File: config.mk
export PLATFORM = sky130hd
export DESIGN_NAME = sys_ctrl_tx
export DESIGN_NICKNAME = d
export VERILOG_FILES = /design/src/rtl/sys_ctrl_tx.sv
export SDC_FILE = /design/constraint.sdc
export NUM_CORES = 1
export LEC_CHECK = 0
export ABC_AREA = 1
export BUFFER_PORTS_ARGS = -buffer_cell sky130_fd_sc_hd__buf_2
export CORE_ASPECT_RATIO = 0.9
export CORE_MARGIN = 5
export CORE_UTILIZATION = 30
export CTS_CLUSTER_SIZE = 16
export DETAILED_ROUTE_END_ITERATION = 6
export GPL_ROUTABILITY_DRIVEN = 0
export PLACE_DENSITY = 0.54
export REMOVE_ABC_BUFFERS = 1
export SKIP_CTS_REPAIR_TIMING = 1
export SYNTH_ARGS = -nofsm -noshare
export SYNTH_HDL_FRONTEND = slang
export SYNTH_SLANG_ARGS = --single-unit
export TNS_END_PERCENT = 30
File: constraint.sdc
create_clock -name CLK -period 1.6 [get_ports CLK]
set_clock_uncertainty 0.05 [all_clocks]
set_input_delay 0.32 -clock CLK [delete_from_list [all_inputs] [get_ports CLK]]
set_output_delay 0.32 -clock CLK [all_outputs]
set_load 0.02 [all_outputs]
File: src/rtl/sys_ctrl_tx.sv
// Response serialiser: captures RF read data or ALU results and emits them as UART TX bytes.
// Optional trailing XOR checksum byte is built when SYS_CTRL_TX_CHECKSUM_EN is defined.
module sys_ctrl_tx #(
    parameter int DATA_WIDTH = 8
) (
    input  logic                    CLK,
    input  logic                    RST,
    input  logic [DATA_WIDTH-1:0]   RF_RdData,
    input  logic                    RF_RdData_VLD,
    input  logic [2*DATA_WIDTH-1:0] ALU_OUT,
    input  logic                    ALU_OUT_VLD,
    output logic [DATA_WIDTH-1:0]   UART_TX_DATA,
    output logic                    UART_TX_VLD,
    input  logic                    UART_TX_RDY,
    output logic                    BUSY,
    output logic                    OVERRUN
);

    localparam int DW = DATA_WIDTH;

    typedef enum logic [1:0] {
        IDLE    = 2'd0,
        SEND_LO = 2'd1,
        SEND_HI = 2'd2
`ifdef SYS_CTRL_TX_CHECKSUM_EN
        ,
        SEND_CK = 2'd3
`endif
    } state_t;

    state_t          state_q;
    state_t          state_nx;
    logic [2*DW-1:0] hold_q;
    logic [2*DW-1:0] hold_nx;
    logic            len2_q;
    logic            len2_nx;
    logic [DW-1:0]   data_nx;
    logic            vld_nx;
    logic            ovr_nx;
    logic            any_strobe;
    logic            accept;
    logic            drop;

`ifdef SYS_CTRL_TX_CHECKSUM_EN
    logic [DW-1:0]   ck_q;
    logic [DW-1:0]   ck_nx;
`endif

    // VLD is registered and mirrors state != IDLE, so it already encodes "byte on offer"
    assign any_strobe = RF_RdData_VLD | ALU_OUT_VLD;
    assign accept     = UART_TX_VLD & UART_TX_RDY;
    assign drop       = (state_q != IDLE) ? any_strobe : (RF_RdData_VLD & ALU_OUT_VLD);

    // State register and all registered outputs
    always_ff @(posedge CLK or posedge RST) begin
        if (RST) begin
            state_q      <= IDLE;
            hold_q       <= '0;
            len2_q       <= 1'b0;
            UART_TX_DATA <= '0;
            UART_TX_VLD  <= 1'b0;
            BUSY         <= 1'b0;
            OVERRUN      <= 1'b0;
`ifdef SYS_CTRL_TX_CHECKSUM_EN
            ck_q         <= '0;
`endif
        end else begin
            state_q      <= state_nx;
            hold_q       <= hold_nx;
            len2_q       <= len2_nx;
            UART_TX_DATA <= data_nx;
            UART_TX_VLD  <= vld_nx;
            BUSY         <= vld_nx;
            OVERRUN      <= ovr_nx;
`ifdef SYS_CTRL_TX_CHECKSUM_EN
            ck_q         <= ck_nx;
`endif
        end
    end

    // Next-state logic
    always_comb begin
        state_nx = state_q;
        case (state_q)
            IDLE: begin
                if (any_strobe) state_nx = SEND_LO;
            end
            SEND_LO: begin
                if (accept) begin
                    if (len2_q) begin
                        state_nx = SEND_HI;
                    end else begin
`ifdef SYS_CTRL_TX_CHECKSUM_EN
                        state_nx = SEND_CK;
`else
                        state_nx = IDLE;
`endif
                    end
                end
            end
            SEND_HI: begin
                if (accept) begin
`ifdef SYS_CTRL_TX_CHECKSUM_EN
                    state_nx = SEND_CK;
`else
                    state_nx = IDLE;
`endif
                end
            end
`ifdef SYS_CTRL_TX_CHECKSUM_EN
            SEND_CK: begin
                if (accept) state_nx = IDLE;
            end
`endif
            default: state_nx = IDLE;
        endcase
    end

    // Capture, checksum and next-output values; outputs are driven from the next state so
    // the first byte appears in the cycle right after the strobe
    always_comb begin
        hold_nx = hold_q;
        len2_nx = len2_q;
        if (state_q == IDLE) begin
            if (RF_RdData_VLD) begin
                hold_nx = {{DW{1'b0}}, RF_RdData};
                len2_nx = 1'b0;
            end else if (ALU_OUT_VLD) begin
                hold_nx = ALU_OUT;
                len2_nx = 1'b1;
            end
        end

`ifdef SYS_CTRL_TX_CHECKSUM_EN
        ck_nx = ck_q;
        if (state_q == IDLE) begin
            ck_nx = '0;
        end else if (accept) begin
            ck_nx = ck_q ^ UART_TX_DATA;
        end
`endif

        ovr_nx = OVERRUN | drop;
        vld_nx = (state_nx != IDLE);

        data_nx = '0;
        case (state_nx)
            SEND_LO: data_nx = hold_nx[DW-1:0];
            SEND_HI: data_nx = hold_nx[2*DW-1:DW];
`ifdef SYS_CTRL_TX_CHECKSUM_EN
            SEND_CK: data_nx = ck_nx;
`endif
            default: data_nx = '0;
        endcase
    end

endmodule
# Word-level counts from Yosys, hierarchy flattened
# Index checks and enable logic that the tools add are counted.
# Widths: inputs -> output; s select.
# totals
reg_bits	29
inputBits	29
out_inout_bits	11
# classes
eq_ne	4
n_mux	12
n_bitwise	4
n_reduce_logical	5
# ops
op	count
$mux 16	3
$pmux 8 s2	1
$mux 2	4
$pmux 2 s3	1
$reduce_bool 2->1	3
$eq 2x1->1 const B	2
$eq 2x2->1 const B	2
$mux 1	3
$and 1x1->1	2
$logic_not 2->1	1
$or 1x1->1	2
$reduce_and 2->1	1

# Longest topological paths before layout
# Gate-level depths: netlist of the first run.
# logic_depth
word_depth	5
mapped_depth	10
ltp_nobuf	8

# Worst setup path after synthesis of the first run
# No wires, ideal clock.
# synth_path
path_kind	register to register
startpoint	register state_q[1]
endpoint	register UART_TX_DATA[0]
setup_time_ns	0.127
arrival_time_ns	1.542
t_required_ns	1.423
slack_ns	-0.119
path_stages_with_launch	9
n_path_buf	1
period_less_slack_ns	1.719
cell_sequence	dfrtp_1 nor2_4 nand2_4 buf_6 o21ai_0 inv_1 ha_1 inv_1 a21oi_1
# synth_between
elab_chain_cells	4
elab_cells_between_ends	11
# synth_rtl
element	line	text
start: declaration	31	state_t state_q;
start signal: assignment	68	state_q <= state_nx;
$eq 2x2->1 (tied with other cells)	84	case (state_q)
$pmux 2 s3 *	84	
net state_nx[0]	32	state_t state_nx;
$eq 2x2->1 or $eq 2x1->1 (tied branches)	147	case (state_nx)
$pmux 8 s2 *	147	
net data_nx[0]	37	logic [DW-1:0] data_nx;
end signal: assignment	71	UART_TX_DATA <= data_nx;
end: declaration	12	output logic [DATA_WIDTH-1:0] UART_TX_DATA,
# The timed path passes the listed nets; every way through them passes the cells marked *.
# A chain may end at the register's enable or synchronous reset.

# Worst setup path in the final report of the first run
# layout_path
startpoint	register state_q[0]
endpoint	register UART_TX_DATA[7]
# Same word-level chain as after synthesis.

==> run_results.csv, run 1 <==
group,metric,value,unit
timing,finalCriticalPeriod,1582,ps
worst_setup_path,regToRegStartpoint,"state_q[0]",
synth,synth_top_family_by_area,"simple AND/OR/NAND/NOR gates",
clock_tree,root_buffer,"clkbuf_8",
clock_tree,worstSkewPairLatency,280,ps
layout,most-common-layout-cells,"42 x nand2_1, 39 x buf_2, 27 x dfrtp_1, 20 x inv_1, 16 x nand3_1",
layout,diodes,0,
route,wl,3.652,mm
clock_tree,clock_sinks,29,
layout,areaGrowthSynthToFinish,38.71,%
global_routing,antenna_found_initial,0,
global_routing,grt_overflow_total,0,
clock_tree,cts_buffer_depth,2,
synth,muxShareOfSynthArea,0,%
route,first_pass_iters,4,
flow_run,drv_cap,0,
synth,synth_top_area_cell,"dfrtp_1",
power,power.density,1901,nW/µm²
synth,syn_area_per_cell,8.408,µm²
synth,yosys_warnings,0,
synth,ys_seq_elements,29,
route,drtAntennaViolNets,0,
timing,setup_violations,0,
route,avgRoutedWirePerCell,12.86,µm
clock_tree,cts_buffers,5,
synth,syn_area,1413,µm²
timing,whs,53.19,ps
worst_setup_path,ff2ff_setup_slack,20,ps
timing,tightest_slew,372.3,ps
global_routing,grt_usage,12.43,%
synth,yosysSeqAreaShare,51.37,%
worst_setup_path,rr_worst_depth,8,
floorplan,core-area,4518,µm²
timing,max-slew-margin-rel,75.18,%
worst_setup_path,worstSetupPathType,"reg2reg",
global_routing,grt_pass1_wl,5.664,mm
clock_tree,cts_tree,"done",
clock_tree,clkTransAtPathRegs,60,ps
worst_setup_path,worstPathArrival,1740,ps
power,ir_drop,0.6528,mV
floorplan,num_rows,23,
synth,yosysTopAreaCellShare,51.37,%
timing,finalHoldViolCount,0,
synth,synth_compound_area_share,4.694,%
run_status,status,"complete, no violations",
worst_setup_path,worstSetupStartpoint,"state_q[0]",
worst_setup_path,endpoint,"UART_TX_DATA[7]",
clock_tree,cts.htree.levels,2,
worst_setup_path,end_kind,"register",
layout,final-instance-count-excl-fill,284,
timing,rsz0062_at_grt,"yes",
timing,fmax,0.6323,GHz
synth,synth_area_leaders,"dfrtp_1 51%, nand2_1 11%, inv_1 6.6%",
synth,synth_xor_area_share,0,%
synth,ys_types,18,
route,via_count,1227,
worst_setup_path,timing.rr.end,"UART_TX_DATA[7]",
placement,io_buffer_count,39,
route,viasPerCell,4.320,
layout,layout_commonest_cell,"nand2_1",
worst_setup_path,critPathLaunchType,"register",
floorplan,dieArea,6183,µm²
hold_path,hold_class,"in2async",
floorplan,die_w,82.33,µm
worst_setup_path,required,1760,ps
floorplan,die_h,75.10,µm
route,remaining_drc_errors,0,
placement,dp_hpwl,2.421,mm
floorplan,ios,40,
global_routing,grt_pass1_vias,1258,
timing,final.setup.tns,0,ps
synth,yosys.area_share.adder,2.657,%
timing,slew_violations,0,
synth,syn_inst,168,
power,p_leak,1.024,nW
worst_setup_path,cp_max_fo,8,
layout,nets,253,
placement,placedCellCount,274,
route,drt_iter0_markers,68,
global_routing,grt_max_degree,30,
layout,drive_gt1_share,39.64,%
synth,synthSimpleGateAreaFrac,30.65,%
floorplan,start_util,31.27,%
timing,min_period_over_period,98.85,%
-- worst min-delay path by stage --
| stage | start | end | slack [ps] | cells after the start |
|---|---|---|---|---|
| after floorplan | RST | BUSY | 350 | 1 |
| after global placement | RST | hold_q[12] | 360 | 3 |
| after detailed placement | RST | hold_q[13] | 370 | 3 |
| after CTS | RST | UART_TX_DATA[5] | 60 | 3 |
| after global routing | RST | hold_q[11] | 100 | 3 |
| final | RST | UART_TX_DATA[4] | 50 | 3 |
-- routing by layer --
layer	vias to the layer above	track usage [%]	wire length (µm)
li1	637	-	-
met1	555	16.00	1766
met2	28	19.22	1581
met3	7	3.110	228
met4	0	6.642	75
met5	-	0	0
-- cells by family after synthesis --
group,after synthesis
buf+inv,33
fa+ha+maj,3
flops,29
compound gates,13
simple gates,90
-- where the power goes --
group | total (W) | switching (W) | internal, W
clock | 0.000575 | 0.000275 | 0.000300
sequential | 0.00116 | 0.000117 | 0.00104
combinational | 0.00199 | 0.00114 | 0.000858
total | 0.00373 | 0.00153 | 0.00220
-- worst max-delay path, stage by stage, from the launching register on --
cell and delay (ps):
dfrtp_2 430, inv_2 90, nand2_1 50, nor2_1 230, a31oi_4 90, inv_1 140, ha_4 210, nand2_1 80
a21oi_2 140
-- cells in the mapped netlist --
cell type / instances
nand3_1: 16
and3_1: 8
a31oi_1: 1
nor2_1: 10
inv_1: 25
nand2_2: 2
o21ai_0: 3
nand2_1: 42
buf_2: 3
buf_4: 2
inv_2: 1
ha_1: 3
nand2_4: 2
buf_6: 2
dfrtp_1: 29
nand4_1: 8
a21oi_1: 9
nor2_4: 2
-- sequential cells by signal, indices dropped and copies added (netlist names) --
register and cells:
OVERRUN 1, UART_TX_DATA 8, state_q 2, BUSY 1, hold_q 16, len2_q 1
-- per-stage QoR --
step / util, % / setup WS (ps) / instance area (µm²) / power (W)
2_1_floorplan: - / -280.3 / 1360 / 0.002085
3_3_place_gp: 38.41 / -55.10 / 1735 / 0.002698
3_5_place_dp: 38.41 / -62.92 / 1735 / 0.002708
4_1_cts: 40.24 / -94.61 / 1818 / 0.003300
5_1_grt: 43.37 / -84.62 / 1959 / 0.004042
6_report: 43.37 / 18.40 / 1959 / 0.003725
-- area by class of cell --
type	count	area (µm²)
Clock buffer	6	72.57
Tap cell	62	77.57
Clock inverter	2	10.01
Sequential cell	29	728.2
Timing Repair Buffer	53	335.3
Multi-Input combinational cell	106	638.1
Fill cell	470	2559
Inverter	26	97.59
(Power assumes the default switching activity.)
==> inputs of run 2 (changes only) <==
- PLACE_DENSITY: 0.54 -> 0.53
==> run_results.csv, run 2 (synthesis results as in run 1) <==
group,metric,value,unit
route,wl_met1,1.678,mm
floorplan,start_util,31.27,%
route,first_pass_iters,4,
timing,tightest_slew,366.6,ps
worst_setup_path,cpMostUsedCell,"buf_4",
layout,multi_input_area,580.6,µm²
power,seqPwrFrac,32.9,%
clock_tree,cts_tree,"done",
floorplan,core-area,4518,µm²
power,finalPower,0.003445,W
layout,most-common-layout-cells,"42 x nand2_1, 39 x buf_2, 29 x dfrtp_1, 23 x inv_1, 16 x nand3_1",
power,p_leak,1.012,nW
worst_setup_path,critPathLaunchType,"register",
worst_setup_path,cp_max_fo,3,
flow_run,drv_cap,0,
route,drtAntennaViolNets,0,
timing,finalHoldViolCount,0,
route,viasPerCell,4.338,
layout,fillers,480,
worst_setup_path,worstSetupPathType,"reg2reg",
clock_tree,worstSkewPairLatency,270,ps
global_routing,grt_pass1_vias,1220,
global_routing,grt_max_degree,30,
timing,fmax,0.6538,GHz
power,p_clk_share,16.5,%
placement,placedCellCount,274,
global_routing,grt_overflow_total,0,
layout,largest_reg_flops,16,
worst_setup_path,worst_path_max_delay_cell,"dfrtp_1",
power,ir_drop,0.5663,mV
worst_setup_path,required,1750,ps
floorplan,num_rows,23,
timing,slew_violations,0,
worst_setup_path,worst_path_largest_cell_delay,400,ps
route,drt_iter0_markers,32,
route,wl_met3,198,µm
route,wl,3.598,mm
floorplan,ios,40,
floorplan,dieArea,6183,µm²
layout,diodes,0,
global_routing,antenna_found_initial,0,
floorplan,die_h,75.10,µm
clock_tree,clkTransAtPathRegs,60,ps
layout,utilization,41.71,%
route,avgRoutedWirePerCell,12.67,µm
power,switchingPower,0.001410,W
power,switching_share,40.94,%
floorplan,die_w,82.33,µm
layout,top_register,"hold_q",
power,power.density,1828,nW/µm²
worst_setup_path,worstPathArrival,1680,ps
route,via_count,1232,
timing,rsz0062_at_grt,"yes",
clock_tree,cts_buffers,5,
worst_setup_path,rr_worst_depth,8,
clock_tree,cts_buffer_depth,2,
timing,whs,57.80,ps
layout,drive_gt1_share,33.78,%
power,p_comb_share,50.6,%
worst_setup_path,end_kind,"register",
worst_setup_path,crit_chain,"buf_4 -> nor2_4 -> nand2_4 -> o21ai_4 -> ha_2 -> buf_4 -> nand4_1 -> a21oi_1",
global_routing,grt_usage,12.97,%
layout,regArea,725.7,µm²
timing,max-slew-margin-rel,75.56,%
clock_tree,cts.htree.levels,2,
power,p_int,0.002035,W
clock_tree,clock_sinks,29,
layout,layout_commonest_cell,"nand2_1",
hold_path,hold_class,"in2async",
layout,reg.largest.list,"hold_q (16), UART_TX_DATA (8), state_q (2)",
timing,finalCriticalPeriod,1530,ps
run_status,status,"complete, no violations",
clock_tree,root_buffer,"clkbuf_8",
timing,setup_violations,0,
layout,nets,253,
route,highest_layer,"met4",
layout,areaGrowthSynthToFinish,33.39,%
placement,dp_hpwl,2.519,mm
route,dr_wl_met2,1.689,mm
route,remaining_drc_errors,0,
layout,final-instance-count-excl-fill,284,
timing,min_period_over_period,95.59,%
global_routing,grt_pass1_wl,5.865,mm
placement,io_buffer_count,39,
[run 2: changes by cell type in the layout (fill, tap and decap cells not counted), moves of 3 or more]
cell / change
inv_2: -4
a21oi_1: +7
a21oi_2: -7
inv_1: +3
buf_4: +4
buf_6: -4
[run 2: layout make-up]
cell class / count / area share (%)
Sequential cell: 29 / 38.51
Inverter: 26 / 5.312
Timing Repair Buffer: 53 / 17.00
Tap cell: 62 / 4.117
Clock buffer: 8 / 4.250
Multi-Input combinational cell: 106 / 30.81
[run 2: metal layers]
layer	global-route usage [%]	up-vias
met2	19.93	25
met3	4.785	4
met1	16.68	562
li1	-	641
met4	4.797	0
met5	0	-
[run 2: power groups by stage]
stage / combinational [W] / sequential [W] / clock (W)
final: 0.00174 / 0.00113 / 0.000570
after global routing: 0.00194 / 0.00116 / 0.000638
after CTS: 0.00153 / 0.00114 / 0.000591
after detailed placement: 0.00153 / 0.00115 / 0
after global placement: 0.00150 / 0.00115 / 0
after floorplan: 0.000837 / 0.00125 / 0
[run 2: worst paths after layout]
path	endpoint	slack, ps	startpoint
worst min register to register	OVERRUN	410	OVERRUN
worst max register to register	UART_TX_DATA[6]	70	state_q[1]
worst max-delay path	UART_TX_DATA[6]	70	state_q[1]
worst min-delay path	hold_q[14]	60	RST
min in group CLK	OVERRUN	230	ALU_OUT_VLD
max in group asynchronous	hold_q[15]	1170	RST
[run 2: critical path, delay by kind of cell, from the launching register on]
family                   cells  cell delay, ps
AO/OA/AOI/OAI                2             210
adder cells (fa/ha/maj)      1             210
buffers and inverters        2             280
flip-flops                   1             400
AND/OR/NAND/NOR              3             310
[run 2: per-stage QoR]
step / cell area, µm² / setup TNS, ps / setup WS (ps)
4_1_cts: 1815 / -1426 / -188.4
6_report: 1884 / 0 / 70.50
5_1_grt: 1884 / -132.8 / -35.59
3_5_place_dp: 1735 / -1322 / -177.0
2_1_floorplan: 1360 / -2242 / -280.3
3_3_place_gp: 1735 / -1003 / -127.1
